**src/rtl/ddr_buf_pkg.sv**
```systemverilog
// Geometry and slot constants shared by the DDR3 frame-buffer write and read generators.
// Both pages are raster-contiguous: one block row of 53 lines x 216 words each.
package ddr_buf_pkg;

  typedef logic [15:0] ddr_addr_t;

  localparam ddr_addr_t PAGE_ONE       = 16'd1;
  localparam ddr_addr_t PAGE_TWO       = 16'd11449;
  localparam int        WORDS_PER_LINE = 216;
  localparam int        LINES_PER_PAGE = 53;
  localparam int        PAGE_WORDS     = WORDS_PER_LINE * LINES_PER_PAGE;
  localparam logic [2:0] WR_SLOT       = 3'd0;
  localparam logic [2:0] RD_SLOT       = 3'd3;

  // The writer fills the page the reader is not currently reading.
  function automatic ddr_addr_t wr_page_base(input logic page_sel);
    return page_sel ? PAGE_TWO : PAGE_ONE;
  endfunction

endpackage

```
**src/rtl/addr_wr_cal_if.sv**
```systemverilog
// Packed-word input stream from the packer plus the write strobe bus towards the DDR3 arbiter.
// slave = the address generator, master = the side feeding words and observing writes.
interface addr_wr_cal_if #(parameter int DW = 16);
  import ddr_buf_pkg::*;

  logic          din_vld;
  logic [DW-1:0] din;
  logic          wr_en;
  ddr_addr_t     wr_addr;
  logic [DW-1:0] wr_data;

  modport slave  (input  din_vld, din, output wr_en, wr_addr, wr_data);
  modport master (output din_vld, din, input  wr_en, wr_addr, wr_data);

endinterface

```
**src/rtl/wr_sync_fifo.sv**
```systemverilog
// Synchronous FIFO with flush; push into a full FIFO is ignored unless a pop frees a slot the same cycle.
// Read data is the head entry, valid whenever empty_o is low.
module wr_sync_fifo #(
  parameter int DW    = 16,
  parameter int DEPTH = 8
) (
  input  logic          i_pix_clk,
  input  logic          rst_n,
  input  logic          push_i,
  input  logic [DW-1:0] push_dat_i,
  input  logic          pop_i,
  input  logic          flush_i,
  output logic [DW-1:0] pop_dat_o,
  output logic          full_o,
  output logic          empty_o
);

  localparam int AW = $clog2(DEPTH);

  logic [DW-1:0] mem_q [DEPTH];
  logic [AW:0]   wr_ptr_q, wr_ptr_d;
  logic [AW:0]   rd_ptr_q, rd_ptr_d;
  logic          do_push, do_pop;

  // Extra pointer bit distinguishes full from empty when the indices match.
  assign empty_o   = (wr_ptr_q == rd_ptr_q);
  assign full_o    = (wr_ptr_q[AW] != rd_ptr_q[AW]) && (wr_ptr_q[AW-1:0] == rd_ptr_q[AW-1:0]);
  assign do_pop    = pop_i && !empty_o && !flush_i;
  assign do_push   = push_i && (!full_o || do_pop) && !flush_i;
  assign pop_dat_o = mem_q[rd_ptr_q[AW-1:0]];

  always_comb begin
    wr_ptr_d = wr_ptr_q;
    rd_ptr_d = rd_ptr_q;
    if (flush_i) begin
      wr_ptr_d = '0;
      rd_ptr_d = '0;
    end else begin
      if (do_push) wr_ptr_d = wr_ptr_q + 1'b1;
      if (do_pop)  rd_ptr_d = rd_ptr_q + 1'b1;
    end
  end

  always_ff @(posedge i_pix_clk or negedge rst_n) begin
    if (!rst_n) begin
      wr_ptr_q <= '0;
      rd_ptr_q <= '0;
    end else begin
      wr_ptr_q <= wr_ptr_d;
      rd_ptr_q <= rd_ptr_d;
    end
  end

  always_ff @(posedge i_pix_clk) begin
    if (do_push) mem_q[wr_ptr_q[AW-1:0]] <= push_dat_i;
  end

endmodule

```
**src/rtl/addr_wr_cal.sv**
```systemverilog
// Write-side address generator: queues packed words and issues one raster-order DDR3 write per write slot.
// Flips page_sel at each completed page; a rising i_vs flushes the queue and restarts the current write page.
module addr_wr_cal
  import ddr_buf_pkg::*;
#(
  parameter int DW         = 16,
  parameter int FIFO_DEPTH = 8
) (
  input  logic             i_pix_clk,
  input  logic             rst_n,
  input  logic [2:0]       cnt_6,
  input  logic             i_vs,
  addr_wr_cal_if.slave     bus,
  output logic             page_sel,
  output logic             page_done,
  output logic             ovf
);

  logic          vs_q;
  logic          vs_rise;
  logic          fifo_full, fifo_empty;
  logic [DW-1:0] fifo_dat;
  logic          issue, last_word, drop;

  logic [7:0]    word_cnt_q, word_cnt_d;
  logic [5:0]    line_cnt_q, line_cnt_d;
  ddr_addr_t     addr_q, addr_d;
  logic          page_sel_q, page_sel_d;
  logic          wr_en_q, page_done_q, ovf_q;
  ddr_addr_t     wr_addr_q;
  logic [DW-1:0] wr_data_q;

  assign vs_rise   = i_vs && !vs_q;
  // Resync owns the cycle: no pop, no write, no counter advance.
  assign issue     = (cnt_6 == WR_SLOT) && !fifo_empty && !vs_rise;
  assign last_word = issue && (word_cnt_q == 8'(WORDS_PER_LINE - 1))
                           && (line_cnt_q == 6'(LINES_PER_PAGE - 1));
  assign drop      = bus.din_vld && fifo_full && !issue && !vs_rise;

  wr_sync_fifo #(.DW(DW), .DEPTH(FIFO_DEPTH)) u_fifo (
    .i_pix_clk  (i_pix_clk),
    .rst_n      (rst_n),
    .push_i     (bus.din_vld),
    .push_dat_i (bus.din),
    .pop_i      (issue),
    .flush_i    (vs_rise),
    .pop_dat_o  (fifo_dat),
    .full_o     (fifo_full),
    .empty_o    (fifo_empty)
  );

  always_comb begin
    word_cnt_d = word_cnt_q;
    line_cnt_d = line_cnt_q;
    addr_d     = addr_q;
    page_sel_d = page_sel_q;
    if (vs_rise) begin
      word_cnt_d = '0;
      line_cnt_d = '0;
      addr_d     = wr_page_base(page_sel_q);
    end else if (last_word) begin
      word_cnt_d = '0;
      line_cnt_d = '0;
      page_sel_d = !page_sel_q;
      addr_d     = wr_page_base(!page_sel_q);
    end else if (issue) begin
      addr_d = addr_q + 16'd1;
      if (word_cnt_q == 8'(WORDS_PER_LINE - 1)) begin
        word_cnt_d = '0;
        line_cnt_d = line_cnt_q + 6'd1;
      end else begin
        word_cnt_d = word_cnt_q + 8'd1;
      end
    end
  end

  always_ff @(posedge i_pix_clk or negedge rst_n) begin
    if (!rst_n) begin
      vs_q        <= 1'b0;
      word_cnt_q  <= '0;
      line_cnt_q  <= '0;
      addr_q      <= PAGE_ONE;
      page_sel_q  <= 1'b0;
      wr_en_q     <= 1'b0;
      wr_addr_q   <= PAGE_ONE;
      wr_data_q   <= '0;
      page_done_q <= 1'b0;
      ovf_q       <= 1'b0;
    end else begin
      vs_q        <= i_vs;
      word_cnt_q  <= word_cnt_d;
      line_cnt_q  <= line_cnt_d;
      addr_q      <= addr_d;
      page_sel_q  <= page_sel_d;
      wr_en_q     <= issue;
      page_done_q <= last_word;
      ovf_q       <= ovf_q || drop;
      if (issue) begin
        wr_addr_q <= addr_q;
        wr_data_q <= fifo_dat;
      end
    end
  end

  assign bus.wr_en   = wr_en_q;
  assign bus.wr_addr = wr_addr_q;
  assign bus.wr_data = wr_data_q;
  assign page_sel    = page_sel_q;
  assign page_done   = page_done_q;
  assign ovf         = ovf_q;

endmodule

```
**src/flat_wrapper.sv**
```systemverilog
// flat-port wrapper written by rule: the top's interface ports become plain ports
module addr_wr_cal_flat import ddr_buf_pkg::*;
#(
  parameter int DW         = 16,
  parameter int FIFO_DEPTH = 8
)
  (i_pix_clk, rst_n, cnt_6, i_vs, page_sel, page_done, ovf, bus_din_vld, bus_din, bus_wr_en, bus_wr_addr, bus_wr_data);
  addr_wr_cal_if #(.DW(DW)) bus_i ();
  input  logic i_pix_clk;
  input  logic rst_n;
  input  logic [2:0] cnt_6;
  input  logic i_vs;
  output logic page_sel;
  output logic page_done;
  output logic ovf;
  input wire logic [$bits(bus_i.din_vld)-1:0] bus_din_vld;
  input wire logic [$bits(bus_i.din)-1:0] bus_din;
  output wire logic [$bits(bus_i.wr_en)-1:0] bus_wr_en;
  output wire logic [$bits(bus_i.wr_addr)-1:0] bus_wr_addr;
  output wire logic [$bits(bus_i.wr_data)-1:0] bus_wr_data;
  assign bus_i.din_vld = bus_din_vld;
  assign bus_i.din = bus_din;
  assign bus_wr_en = bus_i.wr_en;
  assign bus_wr_addr = bus_i.wr_addr;
  assign bus_wr_data = bus_i.wr_data;
  addr_wr_cal #(.DW(DW), .FIFO_DEPTH(FIFO_DEPTH)) u_core (.i_pix_clk(i_pix_clk), .rst_n(rst_n), .cnt_6(cnt_6), .i_vs(i_vs), .bus(bus_i), .page_sel(page_sel), .page_done(page_done), .ovf(ovf));
endmodule
```
**config.mk**
```make
export PLATFORM = sky130hd
export DESIGN_NAME = addr_wr_cal_flat
export DESIGN_NICKNAME = d
export VERILOG_FILES = /design/src/rtl/ddr_buf_pkg.sv /design/src/rtl/addr_wr_cal_if.sv /design/src/rtl/wr_sync_fifo.sv /design/src/rtl/addr_wr_cal.sv /design/src/flat_wrapper.sv
export SDC_FILE = /design/constraint.sdc
export NUM_CORES = 1
export LEC_CHECK = 0
export CORE_MARGIN = 2
export CORE_UTILIZATION = 58
export CTS_BUF_LIST = sky130_fd_sc_hd__clkbuf_16
export DETAILED_ROUTE_END_ITERATION = 12
export PLACE_DENSITY = 0.79
export SLEW_MARGIN = 20
export SYNTH_ARGS = -nofsm -noshare
export SYNTH_HDL_FRONTEND = slang
export SYNTH_SLANG_ARGS = --single-unit
export TNS_END_PERCENT = 30
```
**constraint.sdc**
```tcl
create_clock -name i_pix_clk -period 4.5 [get_ports i_pix_clk]
set_clock_uncertainty 0.2 [all_clocks]
set_input_delay 0.9 -clock i_pix_clk [delete_from_list [all_inputs] [get_ports i_pix_clk]]
set_output_delay 0.9 -clock i_pix_clk [all_outputs]
set_load 0.05 [all_outputs]
```
; ---- Yosys cells after proc, flatten, opt, wreduce, memory -nomap -nowiden
; Memory sizes are Yosys's and may differ from the RTL's. A register that Yosys moved wholly into a read port is not among the register bits.
; Index checks and enable logic that the tools add are counted.
[word_totals]
elab_cells = 71
ram_bits = 128
reg_bits = 59
n_memories = 1
output_inout_bits = 36
inputBits = 23
[classes]
n_reduce_logical = 29
addsub = 5
n_bitwise = 1
eq_ne = 5
muxes = 19
[mem_list]
columns = name, depth, word_bits, rd, rd_ports_with_merged_regs, wr, line_no
row1 = u_core.u_fifo.mem_q, 8, 16, 1, 1, 1, wr_sync_fifo.sv:20  ; logic [DW-1:0] mem_q [DEPTH];
[ops]
columns = cell, count
row1 = 16-bit two-way mux, 3
row2 = 8-bit two-way mux, 4
row3 = 14-bit two-way mux, 2
row4 = 6-bit two-way mux, 4
row5 = "16-bit by 1-bit adder with 16-bit output, second input constant", 1
row6 = 4-bit two-way mux, 4
row7 = 1-bit logical AND, 13
row8 = "4-bit by 1-bit adder with 4-bit output, second input constant", 2
row9 = "8-bit by 1-bit adder with 8-bit output, second input constant", 1
row10 = "8-bit == test, second input constant", 1
row11 = 1-bit zero test, 7
row12 = "6-bit by 1-bit adder with 6-bit output, second input constant", 1
row13 = "6-bit == test, second input constant", 1
row14 = 3-bit nonzero test, 2
row15 = 4-bit == test, 1
row16 = 2-bit AND reduction, 2
row17 = 2-bit nonzero test, 2
row18 = 3-bit == test, 1
row19 = 3-bit zero test, 1
row20 = 1-bit logical OR, 2
row21 = 1-bit two-way mux, 2
row22 = 1-bit != test, 1
row23 = 1-bit inverter, 1

; ---- Longest topological paths before layout
; Gate-level depths: netlist (run 1).
[logic_depth]
depth_word = 11
depth_mapped = 9
depth_no_buf = 8

; ---- Cells and area by module
; A second synthesis (run 1) with hierarchy kept.
[hier_totals]
hier_cells = 580
area_unflattened_um2 = 8499.4
[modules_own_cells]
columns = module, cells_per_inst, area_each_um2, n_inst, seq_area_each_um2
row1 = wr_sync_fifo, 258, 5466.5, 1, 4043.9
row2 = addr_wr_cal, 322, 3032.9, 1, 1679.1

; ---- Worst setup path after synthesis (run 1)
; Ideal clock, no wire load.
[synth_path]
path_type = in2reg
from = input cnt_6[1]
to = memory u_core.u_fifo.mem_q[0][0], enable pin
path_slack_ns = 0.348
required_time_ns = 3.864
arrival_ns = 3.516
path_buffers = 0
setup_time_ns = 0.436
path_stages = 5
cell_sequence = or3_4 > or2b_1 > nand2_1 > nand2_1 > nor4b_1
[synth_via]
elab_chain_cells = 10
[synth_lines]
columns = element, line_no
row1 = from (decl), flat_wrapper.sv:11  ; input logic [2:0] cnt_6;
row2 = 3-bit zero test, addr_wr_cal.sv:35  ; assign issue = (cnt_6 == WR_SLOT) && !fifo_empty && !vs_rise;
row3 = 1-bit logical AND (2 in series), addr_wr_cal.sv:35
row4 = 1-bit logical AND (2 in series), wr_sync_fifo.sv:28  ; assign do_pop = pop_i && !empty_o && !flush_i;
row5 = 1-bit logical OR, wr_sync_fifo.sv:29  ; assign do_push = push_i && (!full_o || do_pop) && !flush_i;
row6 = 1-bit logical AND (2 in series), wr_sync_fifo.sv:29
row7 = 1-bit two-way mux, wr_sync_fifo.sv:55  ; if (do_push) mem_q[wr_ptr_q[AW-1:0]] <= push_dat_i;
row8 = 1-bit two-way mux (not written as such), wr_sync_fifo.sv:55
row9 = to (decl), wr_sync_fifo.sv:20
; No other way between the ends.

; ---- Worst setup path after layout (run 1)
[layout_path]
from = register u_core.page_sel_q (netlist: u_core.page_sel)
to = output page_sel
[layout_rtl]
columns = element, line_no
row1 = from (decl), addr_wr_cal.sv:28  ; logic page_sel_q, page_sel_d;
row2 = from (signal assigned), addr_wr_cal.sv:94  ; page_sel_q <= page_sel_d;
row3 = to (decl), flat_wrapper.sv:13  ; output logic page_sel;
; No word-level cell between the ends.

==> impl_metrics.csv, run 1 <==
group,metric,value,unit
synth,yosysUniqueCellTypes,56,
setup_path,cp.arrival,1.97,ns
floorplanning,core_area,14000,sq um
status,status,"complete, no violations",
synth,synth-seq-area-share,68.2,%
clocking,worstSkewPairLatency,0.49,ns
cells_and_area,fill_cells,915,
setup_path,cp_top_family,"buffers and inverters",
clocking,cts-resized-gates,0,
pwr,ir_drop,394,uV
synth,yosysMostFrequentCell,"edfxtp_1",
clocking,clk_path_buf_depth,3,
setup_path,critical-path-slowest-cell,"clkdlybuf4s50_1",
synth,yosys-top-cells-count,"edfxtp_1 (128), nand2_1 (93), dfrtp_1 (73), o21ai_0 (35), mux4_2 (32)",
routing,first_iter_violations,403,
placed_design,post_dp_cell_area,9210,sq um
sta,max_slew_margin,54.4,%
setup_path,crit_fanout,11,
clocking,cts_setup_buffers,0,
routing,drc,0,
cells_and_area,nNetsFinal,674,
floorplanning,die-width,124,um
setup_path,endpoint_kind,"primary output",
clocking,clk_pin_slew,0.06,ns
cells_and_area,fin_area,9830,sq um
placed_design,hpwl,10200,um
routing,wirelength,16900,um
floorplanning,die_area,15400,sq um
cells_and_area,fin_util,70.3,%
floorplanning,initial_core_util,60.0,%
floorplanning,dieHeight,124,um
placed_design,io_buffers,58,
global_route,grt_antenna_before_repair,0,
synth,yosysWarnings,0,
run,cap_viol_max_count,0,
sta,period_minus_slack,3.07,ns
synth,synth_edf_count,128,
clocking,cts_made_buffers,21,
clocking,cts_sinks,203,
cells_and_area,final_layout_size_suffix_gt1_share,14.8,%
synth,synth_area_leader_cell,"edfxtp_1",
cells_and_area,diodes,0,
synth,async_reset_ff_share,36.9,%
clocking,htree_levels,1,
sta,rsz0062_at_grt,"no",
clocking,cts_hold_buf,0,
setup_path,cp_cell_sequence,"clkdlybuf4s50_1",
sta,fmax,326,MHz
clocking,cts_tree,"built",
placed_design,gp_congestion,0.858,
setup_path,crit_buf_inv,1,
sta,whs,0.0976,ns
sta,fin_crit_sh,68.2,%
synth,yosys.area.top_type_share,45.8,%
routing,drtAntennaViolNets,0,
routing,dr.pass1.iters,5,
clocking,cts.root.buffer_cell,"clkbuf_16",
setup_path,worst_path_largest_cell_delay,0.89,ns
synth,synth_flop_cell,"edfxtp_1",
routing,vias,5086,
sta,final-hold-violation-count,0,
floorplanning,ioPinCount,59,
setup_path,cp.required,3.40,ns
synth,netlist_area,8390,sq um
sta,tightestPinTransition,0.684,ns
sta,setup_violations,0,
synth,synth_fp_nets,606,
synth,synth_seq_cells,203,
global_route,grt_pass1_wl,27500,um
synth,syn_area_per_cell,14.5,sq um
routing,wl_per_cell,20.1,um
setup_path,start_kind,"flip-flop",
cells_and_area,syn_to_final_growth,17.2,%
pwr,total_power,4970,uW
global_route,first_global_vias,5269,
global_route,grt_util_all_layers,22.2,%
floorplanning,rows,43,
global_route,grt_overflow,0,
setup_path,critical_path_class,"reg2out",
pwr,powerDensity,506,nW/um^2
sta,drv_slew,0,
global_route,grt_max_degree,76,
min_path,hold_class,"in2async",
synth,synth_cells,577,
pwr,p_leak,0.00361,uW
synth,synth_area_leaders,"edfxtp_1 (46%), dfrtp_1 (22%), mux4_2 (8.6%), nand2_1 (4.2%), o21ai_0 (2.1%)",
sta,fin_setup_tns,0,ns
routing,via_per_inst,6.05,
-- stage by stage --
step                      worst slack [ns]  cells
final                                 1.43    840
after global routing                  1.36    840
after CTS                             1.43    839
after detailed placement             0.993    801
after global placement                1.06    801
after floorplan                      0.348    577
-- layer usage --
layer	wire, um	vias up	global-route usage [%]	share of wire, %
met5	0	-	0	0
met4	406	0	6.74	2.4
met3	875	41	3.69	5.2
met2	8680	184	38.0	51
met1	6930	2563	29.4	41
li1	-	2298	-	-
-- kinds of logic (layout without fill, tap and decap cells) --
family                   after synthesis  in the layout  share of synthesized area [%]
flip-flops                           203            203                           68.2
AND/OR/NAND/NOR                      195            195                           11.5
AO/OA/AOI/OAI                         71             71                           5.10
multiplexers                          48             48                           10.5
buffers and inverters                 36            119                           1.91
XOR/XNOR                              18             18                           1.88
adder cells (fa/ha/maj)                6              6                          0.895
-- power by group --
| part | internal, uW | total [uW] | switching (uW) | leakage (uW) |
|---|---|---|---|---|
| clock network | 844 | 1500 | 658 | 0.000329 |
| logic | 423 | 1140 | 719 | 0.00113 |
| registers | 2200 | 2330 | 128 | 0.00216 |
-- cells in the final DEF (no fill, tap or decap), drive strengths merged, types with 2 or more instances in the layout --
master	count
a211oi	5
o21ai	40
nor2b	5
inv	17
nand4b	2
and2	2
o31ai	5
mux4	32
buf	17
xnor2	8
nand2	95
nor4	4
nand4	8
edfxtp	128
nand2b	2
and4	7
nor4b	4
nand3	17
clkinv	7
and3	3
mux2i	16
or3	4
dfstp	2
a21oi	10
nor3	10
clkbuf	21
xor2	10
clkdlybuf4s50	57
ha	6
dfrtp	73
nor2	27
a31oi	4
-- registers in the layout, indices dropped and copies added (netlist names), 4 cells and up --
name	cells
u_core.u_fifo.mem_q	128
u_core.word_cnt_q	8
u_core.u_fifo.wr_ptr_q	4
u_core.line_cnt_q	6
u_core.bus.wr_data	16
u_core.addr_q	16
u_core.u_fifo.rd_ptr_q	4
u_core.bus.wr_addr	16
-- layout make-up --
type	instances	area (sq um)	area share [%]
Clock buffer	21	526	5.35
Clock inverter	17	72.6	0.738
Inverter	7	26.3	0.267
Multi-Input combinational cell	338	2540	25.8
Sequential cell	203	5720	58.2
Tap cell	180	225	2.29
Timing Repair Buffer	74	718	7.31
-- path summary, 6_finish.rpt --
check	from	endpoint	slack [ns]	cells past startpoint
max in group asynchronous	rst_n	u_core.bus.wr_addr[0]	3.37	2
setup / recovery	u_core.page_sel	page_sel	1.43	1
setup reg to reg	u_core.u_fifo.rd_ptr_q[2]	u_core.addr_q[11]	1.76	9
min in group i_pix_clk	u_core.bus.wr_addr[0]	u_core.bus.wr_addr[0]	0.27	2
hold reg to reg	u_core.bus.wr_addr[0]	u_core.bus.wr_addr[0]	0.27	2
hold / removal	rst_n	u_core.bus.wr_data[3]	0.1	1
(Power assumes the default switching activity.)
==> inputs of run 2 (changes only) <==
CORE_UTILIZATION = 53   (was 58)
PLACE_DENSITY = 0.76   (was 0.79)
clock period = 2.5 ns   (was 4.5 ns; I/O delays follow)
==> impl_metrics.csv, run 2 (synthesized netlist as in run 1, its figures left out) <==
group,metric,value,unit
min_path,hold_class,"reg2reg",
cells_and_area,fin_util,68.2,%
cells_and_area,mostFrequentLayoutCell,"edfxtp_1",
placed_design,gp_congestion,0.884,
floorplanning,rows,45,
floorplanning,ioPinCount,59,
floorplanning,initial_core_util,54.8,%
routing,via_per_inst,5.74,
setup_path,cp_cell_sequence,"clkdlybuf4s50_1",
setup_path,cp_top_family,"buffers and inverters",
setup_path,endpoint_kind,"primary output",
sta,fin_crit_sh,96.2,%
sta,whs,0.272,ns
clocking,cts_made_buffers,22,
routing,drtAntennaViolNets,0,
routing,vias,5219,
routing,drc,0,
cells_and_area,syn_to_final_growth,24.5,%
floorplanning,die-width,130,um
global_route,grt_util_all_layers,21.8,%
routing,wl_per_cell,19.4,um
sta,fin_setup_tns,0,ns
status,status,"complete, no violations",
setup_path,crit_buf_inv,1,
floorplanning,core_area,15300,sq um
floorplanning,die_area,16900,sq um
cells_and_area,nNetsFinal,712,
setup_path,cp.required,1.80,ns
sta,period_minus_slack,2.40,ns
cells_and_area,fill_cells,1075,
global_route,grt_antenna_before_repair,0,
clocking,clk_pin_slew,0.06,ns
cells_and_area,fin_area,10400,sq um
setup_path,crit_fanout,2,
clocking,htree_levels,1,
clocking,cts_tree,"built",
sta,drv_slew,0,
global_route,first_global_vias,5422,
routing,wirelength,17700,um
global_route,grt_max_degree,43,
setup_path,critical-path-slowest-cell,"clkdlybuf4s50_1",
clocking,cts.root.buffer_cell,"clkbuf_16",
pwr,ir_drop,660,uV
setup_path,start_kind,"flip-flop",
placed_design,post_dp_cell_area,9690,sq um
clocking,worstSkewPairLatency,0.51,ns
setup_path,critical_path_class,"reg2out",
sta,final-hold-violation-count,0,
routing,dr.pass1.iters,5,
global_route,grt_overflow,0,
routing,first_iter_violations,506,
run,cap_viol_max_count,0,
setup_path,cp.arrival,1.70,ns
sta,fmax,416,MHz
placed_design,hpwl,11400,um
pwr,powerDensity,916,nW/um^2
pwr,p_leak,0.00387,uW
sta,rsz0062_at_grt,"no",
cells_and_area,layout_common_cells,"edfxtp_1 (128), nand2_1 (91), dfrtp_1 (72), clkdlybuf4s50_1 (56), buf_4 (42)",
sta,tightestPinTransition,0.527,ns
sta,setup_violations,0,
cells_and_area,diodes,0,
setup_path,worst_path_largest_cell_delay,0.83,ns
clocking,clk_path_buf_depth,3,
sta,max_slew_margin,64.8,%
clocking,cts_sinks,203,
floorplanning,dieHeight,130,um
cells_and_area,largest_register_ffs,128,
placed_design,io_buffers,58,
pwr,total_power,9570,uW
global_route,grt_pass1_wl,28100,um
cells_and_area,final_layout_size_suffix_gt1_share,21.3,%
[run 2: changes by cell type in the layout (fill, tap and decap cells not counted), sizes merged]
cell,before,now
buf,17,53
inv,17,9
clkinv,7,13
bufinv,0,3
clkbuf,21,22
clkdlybuf4s50,57,56
dlygate4sd2,0,1
dlygate4sd3,0,1
[run 2: worst paths after layout]
| path | start | to | slack (ns) | cells past startpoint |
|---|---|---|---|---|
| max | u_core.bus.wr_data[15] | bus_wr_data[15] | 0.1 | 1 |
| min | u_core.bus.wr_addr[0] | u_core.bus.wr_addr[0] | 0.27 | 2 |
| max reg2reg | u_core.word_cnt_q[1] | u_core.line_cnt_q[3] | 0.12 | 8 |
| min reg2reg | u_core.bus.wr_addr[0] | u_core.bus.wr_addr[0] | 0.27 | 2 |
| max in group asynchronous | rst_n | u_core.bus.wr_addr[0] | 1.14 | 3 |
| min in group asynchronous | rst_n | u_core.line_cnt_q[0] | 0.31 | 2 |
[run 2: layer usage]
metal	global-route usage [%]	up-vias	routed length, um
met3	2.99	31	701
li1	-	2385	-
met2	39.0	180	9320
met5	0	-	0
met1	27.9	2623	7250
met4	6.96	0	408
[run 2: metrics by stage]
| step | instances | setup slack [ns] |
|---|---|---|
| after detailed placement | 866 | -0.327 |
| after global placement | 866 | -0.289 |
| after CTS | 907 | 0.0630 |
| final | 910 | 0.0959 |
| after floorplan | 577 | -0.169 |
| after global routing | 910 | 0.00474 |
[run 2: tightest hold or removal path: cells and delay by family, from the launching register on]
family | cells | cell delay [ns]
flip-flops | 1 | 0.37
AND/OR/NAND/NOR | 2 | 0.10
[run 2: power breakdown]
group / internal, uW / switching (uW) / leakage [uW] / total, uW
clock network: 1920 / 1270 / 0.000368 / 3190
logic: 867 / 1380 / 0.00134 / 2240
registers: 3960 / 177 / 0.00216 / 4140
total: 6750 / 2820 / 0.00387 / 9570
[run 2: what timing repair did]
item,CTS,global route
gates resized for setup,1,1
hold buffers,1,0
setup buffers,0,3
setup endpoints to repair,1,1
endpoints found under the hold margin,33,0
pin swaps,0,2
[run 2: layout make-up]
cell class | instances | area [sq um] | share of cell area, %
tap | 211 | 264 | 2.53
clock buffer | 22 | 551 | 5.27
clock inverter | 18 | 169 | 1.62
sequential | 203 | 5720 | 54.8
inverter | 7 | 26.3 | 0.251
multi-input combinational | 338 | 2600 | 24.9
timing repair buffer | 111 | 1110 | 10.7
